<file path="src/rtl/display_pkg.sv">
// Shared timing defaults and the per-pixel pipeline stage descriptor for the
// pixel scan-out path.
package display_pkg;

    localparam int unsigned DEF_H_ACTIVE  = 640;
    localparam int unsigned DEF_H_FP      = 16;
    localparam int unsigned DEF_H_SYNC    = 96;
    localparam int unsigned DEF_H_BP      = 48;
    localparam int unsigned DEF_V_ACTIVE  = 480;
    localparam int unsigned DEF_V_FP      = 10;
    localparam int unsigned DEF_V_SYNC    = 2;
    localparam int unsigned DEF_V_BP      = 33;
    localparam int unsigned DEF_ADDR_W    = 16;
    localparam int unsigned DEF_BASE_ADDR = 0;

    typedef struct packed {
        logic       hsync_n;
        logic       vsync_n;
        logic       active;
        logic [1:0] byte_idx;
        logic       frame_start;
    } stage_t;

    localparam stage_t STAGE_BLANK = '{
        hsync_n:     1'b1,
        vsync_n:     1'b1,
        active:      1'b0,
        byte_idx:    2'd0,
        frame_start: 1'b0
    };

endpackage

</file>
<file path="src/rtl/display_timing_gen.sv">
// Horizontal/vertical raster counters with registered decode of sync, active
// region, fetch strobe and frame boundaries for the current counter state.
module display_timing_gen
    import display_pkg::*;
#(
    parameter int unsigned H_ACTIVE = DEF_H_ACTIVE,
    parameter int unsigned H_FP     = DEF_H_FP,
    parameter int unsigned H_SYNC   = DEF_H_SYNC,
    parameter int unsigned H_BP     = DEF_H_BP,
    parameter int unsigned V_ACTIVE = DEF_V_ACTIVE,
    parameter int unsigned V_FP     = DEF_V_FP,
    parameter int unsigned V_SYNC   = DEF_V_SYNC,
    parameter int unsigned V_BP     = DEF_V_BP
) (
    input  logic   clk,
    input  logic   reset,
    input  logic   i_enable,
    output logic   o_fetch,
    output logic   o_frame_end,
    output stage_t o_stage
);

    localparam int unsigned H_TOT    = H_ACTIVE + H_FP + H_SYNC + H_BP;
    localparam int unsigned V_TOT    = V_ACTIVE + V_FP + V_SYNC + V_BP;
    localparam int unsigned H_W      = $clog2(H_TOT);
    localparam int unsigned V_W      = $clog2(V_TOT);
    localparam int unsigned HS_START = H_ACTIVE + H_FP;
    localparam int unsigned HS_END   = HS_START + H_SYNC;
    localparam int unsigned VS_START = V_ACTIVE + V_FP;
    localparam int unsigned VS_END   = VS_START + V_SYNC;

    logic [H_W-1:0] r_h, w_h_nxt;
    logic [V_W-1:0] r_v, w_v_nxt;
    logic           r_valid, w_valid_nxt;
    logic           w_h_last, w_v_last;
    stage_t         w_stage_nxt;
    logic           w_fetch_nxt, w_frame_end_nxt;

    always_ff @(posedge clk) begin
        if (reset) begin
            r_h         <= '0;
            r_v         <= '0;
            r_valid     <= 1'b0;
            o_stage     <= STAGE_BLANK;
            o_fetch     <= 1'b0;
            o_frame_end <= 1'b0;
        end else begin
            r_h         <= w_h_nxt;
            r_v         <= w_v_nxt;
            r_valid     <= w_valid_nxt;
            o_stage     <= w_stage_nxt;
            o_fetch     <= w_fetch_nxt;
            o_frame_end <= w_frame_end_nxt;
        end
    end

    // First enabled clock parks at (0,0); counting starts on the one after.
    always_comb begin
        w_h_last    = (32'(r_h) == H_TOT - 1);
        w_v_last    = (32'(r_v) == V_TOT - 1);
        w_h_nxt     = r_h;
        w_v_nxt     = r_v;
        w_valid_nxt = i_enable;
        if (!i_enable) begin
            w_h_nxt = '0;
            w_v_nxt = '0;
        end else if (r_valid) begin
            if (w_h_last) begin
                w_h_nxt = '0;
                w_v_nxt = w_v_last ? '0 : r_v + V_W'(1);
            end else begin
                w_h_nxt = r_h + H_W'(1);
            end
        end
    end

    always_comb begin
        w_stage_nxt     = STAGE_BLANK;
        w_fetch_nxt     = 1'b0;
        w_frame_end_nxt = 1'b0;
        if (w_valid_nxt) begin
            w_stage_nxt.active      = (32'(w_h_nxt) < H_ACTIVE) && (32'(w_v_nxt) < V_ACTIVE);
            w_stage_nxt.hsync_n     = !((32'(w_h_nxt) >= HS_START) && (32'(w_h_nxt) < HS_END));
            w_stage_nxt.vsync_n     = !((32'(w_v_nxt) >= VS_START) && (32'(w_v_nxt) < VS_END));
            w_stage_nxt.byte_idx    = w_h_nxt[1:0];
            w_stage_nxt.frame_start = (w_h_nxt == '0) && (w_v_nxt == '0);
            w_fetch_nxt             = w_stage_nxt.active && (w_h_nxt[1:0] == 2'b00);
            w_frame_end_nxt         = (32'(w_h_nxt) == H_TOT - 1) && (32'(w_v_nxt) == V_TOT - 1);
        end
    end

endmodule

</file>
<file path="src/rtl/pixel_display_reader.sv">
// Raster scan-out: fetches one 32-bit word per four pixels and emits
// sync/active/pixel two clocks after the counter state they describe.
module pixel_display_reader
    import display_pkg::*;
#(
    parameter int unsigned H_ACTIVE  = DEF_H_ACTIVE,
    parameter int unsigned H_FP      = DEF_H_FP,
    parameter int unsigned H_SYNC    = DEF_H_SYNC,
    parameter int unsigned H_BP      = DEF_H_BP,
    parameter int unsigned V_ACTIVE  = DEF_V_ACTIVE,
    parameter int unsigned V_FP      = DEF_V_FP,
    parameter int unsigned V_SYNC    = DEF_V_SYNC,
    parameter int unsigned V_BP      = DEF_V_BP,
    parameter int unsigned ADDR_W    = DEF_ADDR_W,
    parameter int unsigned BASE_ADDR = DEF_BASE_ADDR
) (
    input  logic              clk,
    input  logic              reset,
    input  logic              enable,
    output logic              pixRead,
    output logic [ADDR_W-1:0] pixAddr,
    input  logic [31:0]       pixData,
    output logic              hsync,
    output logic              vsync,
    output logic              videoOn,
    output logic [7:0]        pixelOut,
    output logic              frameStart
);

    localparam logic [ADDR_W-1:0] BASE = ADDR_W'(BASE_ADDR);

    stage_t            w_stage;
    stage_t            r_s1;
    logic              w_fetch;
    logic              w_frame_end;
    logic [ADDR_W-1:0] r_pix_addr;
    logic [31:0]       r_word;
    logic              w_s1_fetch;
    logic [31:0]       w_word_sel;
    logic [7:0]        w_pixel;

    display_timing_gen #(
        .H_ACTIVE (H_ACTIVE),
        .H_FP     (H_FP),
        .H_SYNC   (H_SYNC),
        .H_BP     (H_BP),
        .V_ACTIVE (V_ACTIVE),
        .V_FP     (V_FP),
        .V_SYNC   (V_SYNC),
        .V_BP     (V_BP)
    ) u_timing (
        .clk         (clk),
        .reset       (reset),
        .i_enable    (enable),
        .o_fetch     (w_fetch),
        .o_frame_end (w_frame_end),
        .o_stage     (w_stage)
    );

    assign pixRead = w_fetch;
    assign pixAddr = r_pix_addr;

    // Word address advances after each fetch instead of multiplying line * width.
    always_ff @(posedge clk) begin
        if (reset || !enable || w_frame_end) begin
            r_pix_addr <= BASE;
        end else if (w_fetch) begin
            r_pix_addr <= r_pix_addr + ADDR_W'(1);
        end
    end

    // Byte 0 comes straight off the bus; later bytes from the held word.
    always_comb begin
        w_s1_fetch = r_s1.active && (r_s1.byte_idx == 2'd0);
        w_word_sel = w_s1_fetch ? pixData : r_word;
        w_pixel    = w_word_sel[{r_s1.byte_idx, 3'b000} +: 8];
    end

    always_ff @(posedge clk) begin
        if (reset) begin
            r_s1       <= STAGE_BLANK;
            r_word     <= '0;
            hsync      <= 1'b1;
            vsync      <= 1'b1;
            videoOn    <= 1'b0;
            pixelOut   <= 8'h00;
            frameStart <= 1'b0;
        end else begin
            r_s1 <= w_stage;
            if (w_s1_fetch) begin
                r_word <= pixData;
            end
            hsync      <= r_s1.hsync_n;
            vsync      <= r_s1.vsync_n;
            videoOn    <= r_s1.active;
            pixelOut   <= r_s1.active ? w_pixel : 8'h00;
            frameStart <= r_s1.frame_start;
        end
    end

endmodule

</file>
<file path="config.mk">
export PLATFORM = sky130hd
export DESIGN_NAME = pixel_display_reader
export DESIGN_NICKNAME = d
export VERILOG_FILES = /design/src/rtl/display_pkg.sv /design/src/rtl/display_timing_gen.sv /design/src/rtl/pixel_display_reader.sv
export SDC_FILE = /design/constraint.sdc
export NUM_CORES = 1
export LEC_CHECK = 0
export BUFFER_PORTS_ARGS = -buffer_cell sky130_fd_sc_hd__buf_2
export CAP_MARGIN = 10
export CORE_ASPECT_RATIO = 0.9
export CORE_UTILIZATION = 56
export DETAILED_ROUTE_END_ITERATION = 6
export PLACE_DENSITY = 0.82
export SLEW_MARGIN = 30
export SYNTH_ARGS = -nofsm -noshare
export SYNTH_HDL_FRONTEND = slang
export SYNTH_HIERARCHICAL = 1
export SYNTH_SLANG_ARGS = --single-unit
</file>
<file path="constraint.sdc">
create_clock -name clk -period 3.2 [get_ports clk]
set_clock_uncertainty 0.2 [all_clocks]
set_input_delay 0.32 -clock clk [delete_from_list [all_inputs] [get_ports clk]]
set_output_delay 0.32 -clock clk [all_outputs]
set_load 0.005 [all_outputs]
</file>
==> results.ini <==
[critical_path]
timing.critical_path.from_type=flop
critical_path_peak_fanout=10
cp.arrival_ns=2.95
worstPathCellList=ha_1, nand4b_1, or4_1, mux2_2, nand4_1, or3b_1, nor4_2
required_time_of_the_critical_path_ns=3.27
critical-path-top-delay-family=simple AND/OR/NAND/NOR gates
timing.critical_path.to_type=flop
crit_path_max_incr_delay_ns=0.67
critPathKind=flop to flop
critPathBufInv=0
critPathSlowestCell=or4_1

[synthesis]
synth_area_per_cell_um2=8.753
postSynthRegisterBits=89
synthDominantAreaCellType=dfxtp_1
synth_fp_nets=520
synth_common_cells=dfxtp_1, nand2_1, a21oi_1
number_of_flops_mapped_to_enable_cells_by_yosys=0
async_reset_ff_share_pct=0
synth.yosys.seq_area_share_pct=42.32
synthDistinctLibCells=60
ys.flop_type=dfxtp_1
synth.yosys.warnings=6
synth.top_cell.area_share_pct=42.32
ys_top_cells_by_area=dfxtp_1, nand2_1, a21oi_1
mappedNetlistArea_um2=4210
synth.most_common_cell=dfxtp_1
syn_inst=481

[floorplanning]
floorplan.initialDensity_pct=58.90
pin_count=64
die_height_um=84.26
die-area_um2=7870
fp-row-count=29
die_width_um=93.40
coreArea_um2=7148

[power_and_ir_drop]
power_per_cell_area_nw_per_um2=418.6
worst_vdd_drop_mv=0.2697
leakagePower_nw=1.742

[global_route]
grt_pass1_vias=3445
grt_antenna_before_repair=0
globalRoute.totalOverflow=0
grt_pass1_wl_um=15810
grt_max_degree=41
globalRouteTotalUtil_pct=25.50

[routing]
detail_route.wirelength.met1_um=4295
detailroute.wirelength.met3_um=563
detailroute.via_count=3725
met2_wl_um=4662
avgViaCountPerCell=5.802
final_antenna_net_count=0
routed_wl_um=9735
topRoutingLayerUsed=met4
routed_wire_length_per_instance_um=15.16
first_iter_violations=198
detail_route.drc_violations=0
detailedRoute.firstPassIterationCount=4

[timing]
maxSlewHeadroom_pct=55.19
final.min_clock_period_ns=2.877
grt_setup_unrepaired=false
timing.final.hold_violations=0
finalMaxSlewViolations=0
fin_tns_setup_ns=0
fmaxAchievable_mhz=347.6
holdWs_ns=0.01174
transition_at_the_pin_with_the_smallest_max_transition_slack_ns=0.6721
final_setup_vio_count=0
final_min_period_over_clock_period_pct=89.90

[cts]
sink_count=89
h-tree-depth=3
insertion_delay_ns=0.36
cts_root_buf=clkbuf_8
cts_post_setup_buffers_inserted=0
clk_path_buf_depth=2
cts_inserted_buffers=9
clkSlewWorstSetupHoldPaths_ns=0.10
tritoncts=yes

[cells_and_area]
layout-drive-gt1-share_pct=20.58
flow.area_growth_from_synthesis_pct=16.20
antenna_cells_inserted=0
multiInputGateArea_um2=2211
register_area_um2=1784
design.final.nets=583
fillerInstances=547

[placed_design]
post-dp-hpwl_um=6536
portBuffers=63
place.gp.congestion=0.8971

[run]
drv.max_cap_violation_count=0

[min_path]
hold_path_class=input port to flop

[status]
run_status=complete, no violations

## routing by layer
| metal | up-vias | GRT usage, % |
|---|---|---|
| li1 | 1827 | - |
| met1 | 1744 | 32.56 |
| met2 | 132 | 41.18 |
| met3 | 22 | 6.884 |
| met4 | 0 | 9.650 |
| met5 | - | 0 |
## cells in the final DEF, fill, tap and decap left out, drive strengths merged, types with 11 or more instances in the layout
cell type / count
nand2: 78
nand4: 13
nand3: 19
nor2b: 13
dlygate4sd3: 20
dfxtp: 89
buf: 67
a21oi: 41
inv: 11
nor2: 33
nor3: 12
## cell type report
type	instances	share of cell area, %
inverter	9	0.6905
clock buffer	10	2.609
clock inverter	6	1.509
timing repair buffer	87	11.15
multi-input combinational	348	45.19
tap	93	2.379
sequential	89	36.47
## path summary, 6_finish.rpt
kind,from,to,slack [ns],depth (start not counted)
worst max-delay path,u_timing/r_h[1],u_timing/o_frame_end,0.32,7
worst min-delay path,pixData[11],r_word[11],0.01,3
worst max register to register,u_timing/r_h[1],u_timing/o_frame_end,0.32,7
worst min register to register,u_timing/o_stage[5],r_s1[5],0.22,1
## per-stage QoR
stage          std cells  total power, W  worst slack, ns  util (%)  instance area (µm²)
2_1_floorplan        481        0.001233           0.6323         -                 4210
3_3_place_gp         606        0.001267           0.3024     62.63                 4477
3_5_place_dp         606        0.001270           0.2225     62.70                 4482
4_1_cts              642        0.002061           0.2174     68.32                 4883
5_1_grt              642        0.002131           0.1151     68.44                 4892
6_report             642        0.002048           0.3233     68.44                 4892
## what timing repair did
item	CTS	global route
endpoints found under the setup margin	0	4
endpoints found under the hold margin	20	0
gates resized for setup	0	3
hold buffers	20	0
## state kept, by name (all words and copies together), names as in the netlist
register and flops:
r_word 26, u_timing/r_h 10, hsync 1, u_timing/o_fetch 1
frameStart 1, pixAddr 16, pixelOut 8, u_timing/r_v 10
videoOn 1, u_timing/r_valid 1, vsync 1, u_timing/o_frame_end 1
r_s1 6, u_timing/o_stage 6
## worst min-delay path, delay by kind of cell
kind            cells  cell delay (ns)
compound gates      1             0.06
buf+inv             1             0.10
simple gates        1             0.06
## report_power, final
group          internal (W)  switching [W]
sequential          0.00113      0.0000173
combinational     0.0000647      0.0000587
clock              0.000371       0.000411
total               0.00156       0.000487
## logic make-up after synthesis
family / after synthesis / share of synthesized area (%)
compound gates: 75 / 11.17
mux: 19 / 6.686
buf+inv: 44 / 5.438
simple gates: 230 / 29.03
flops: 89 / 42.32
xor+xnor: 20 / 4.160
fa+ha+maj: 4 / 1.189
Power figures use the tool's default switching activity.
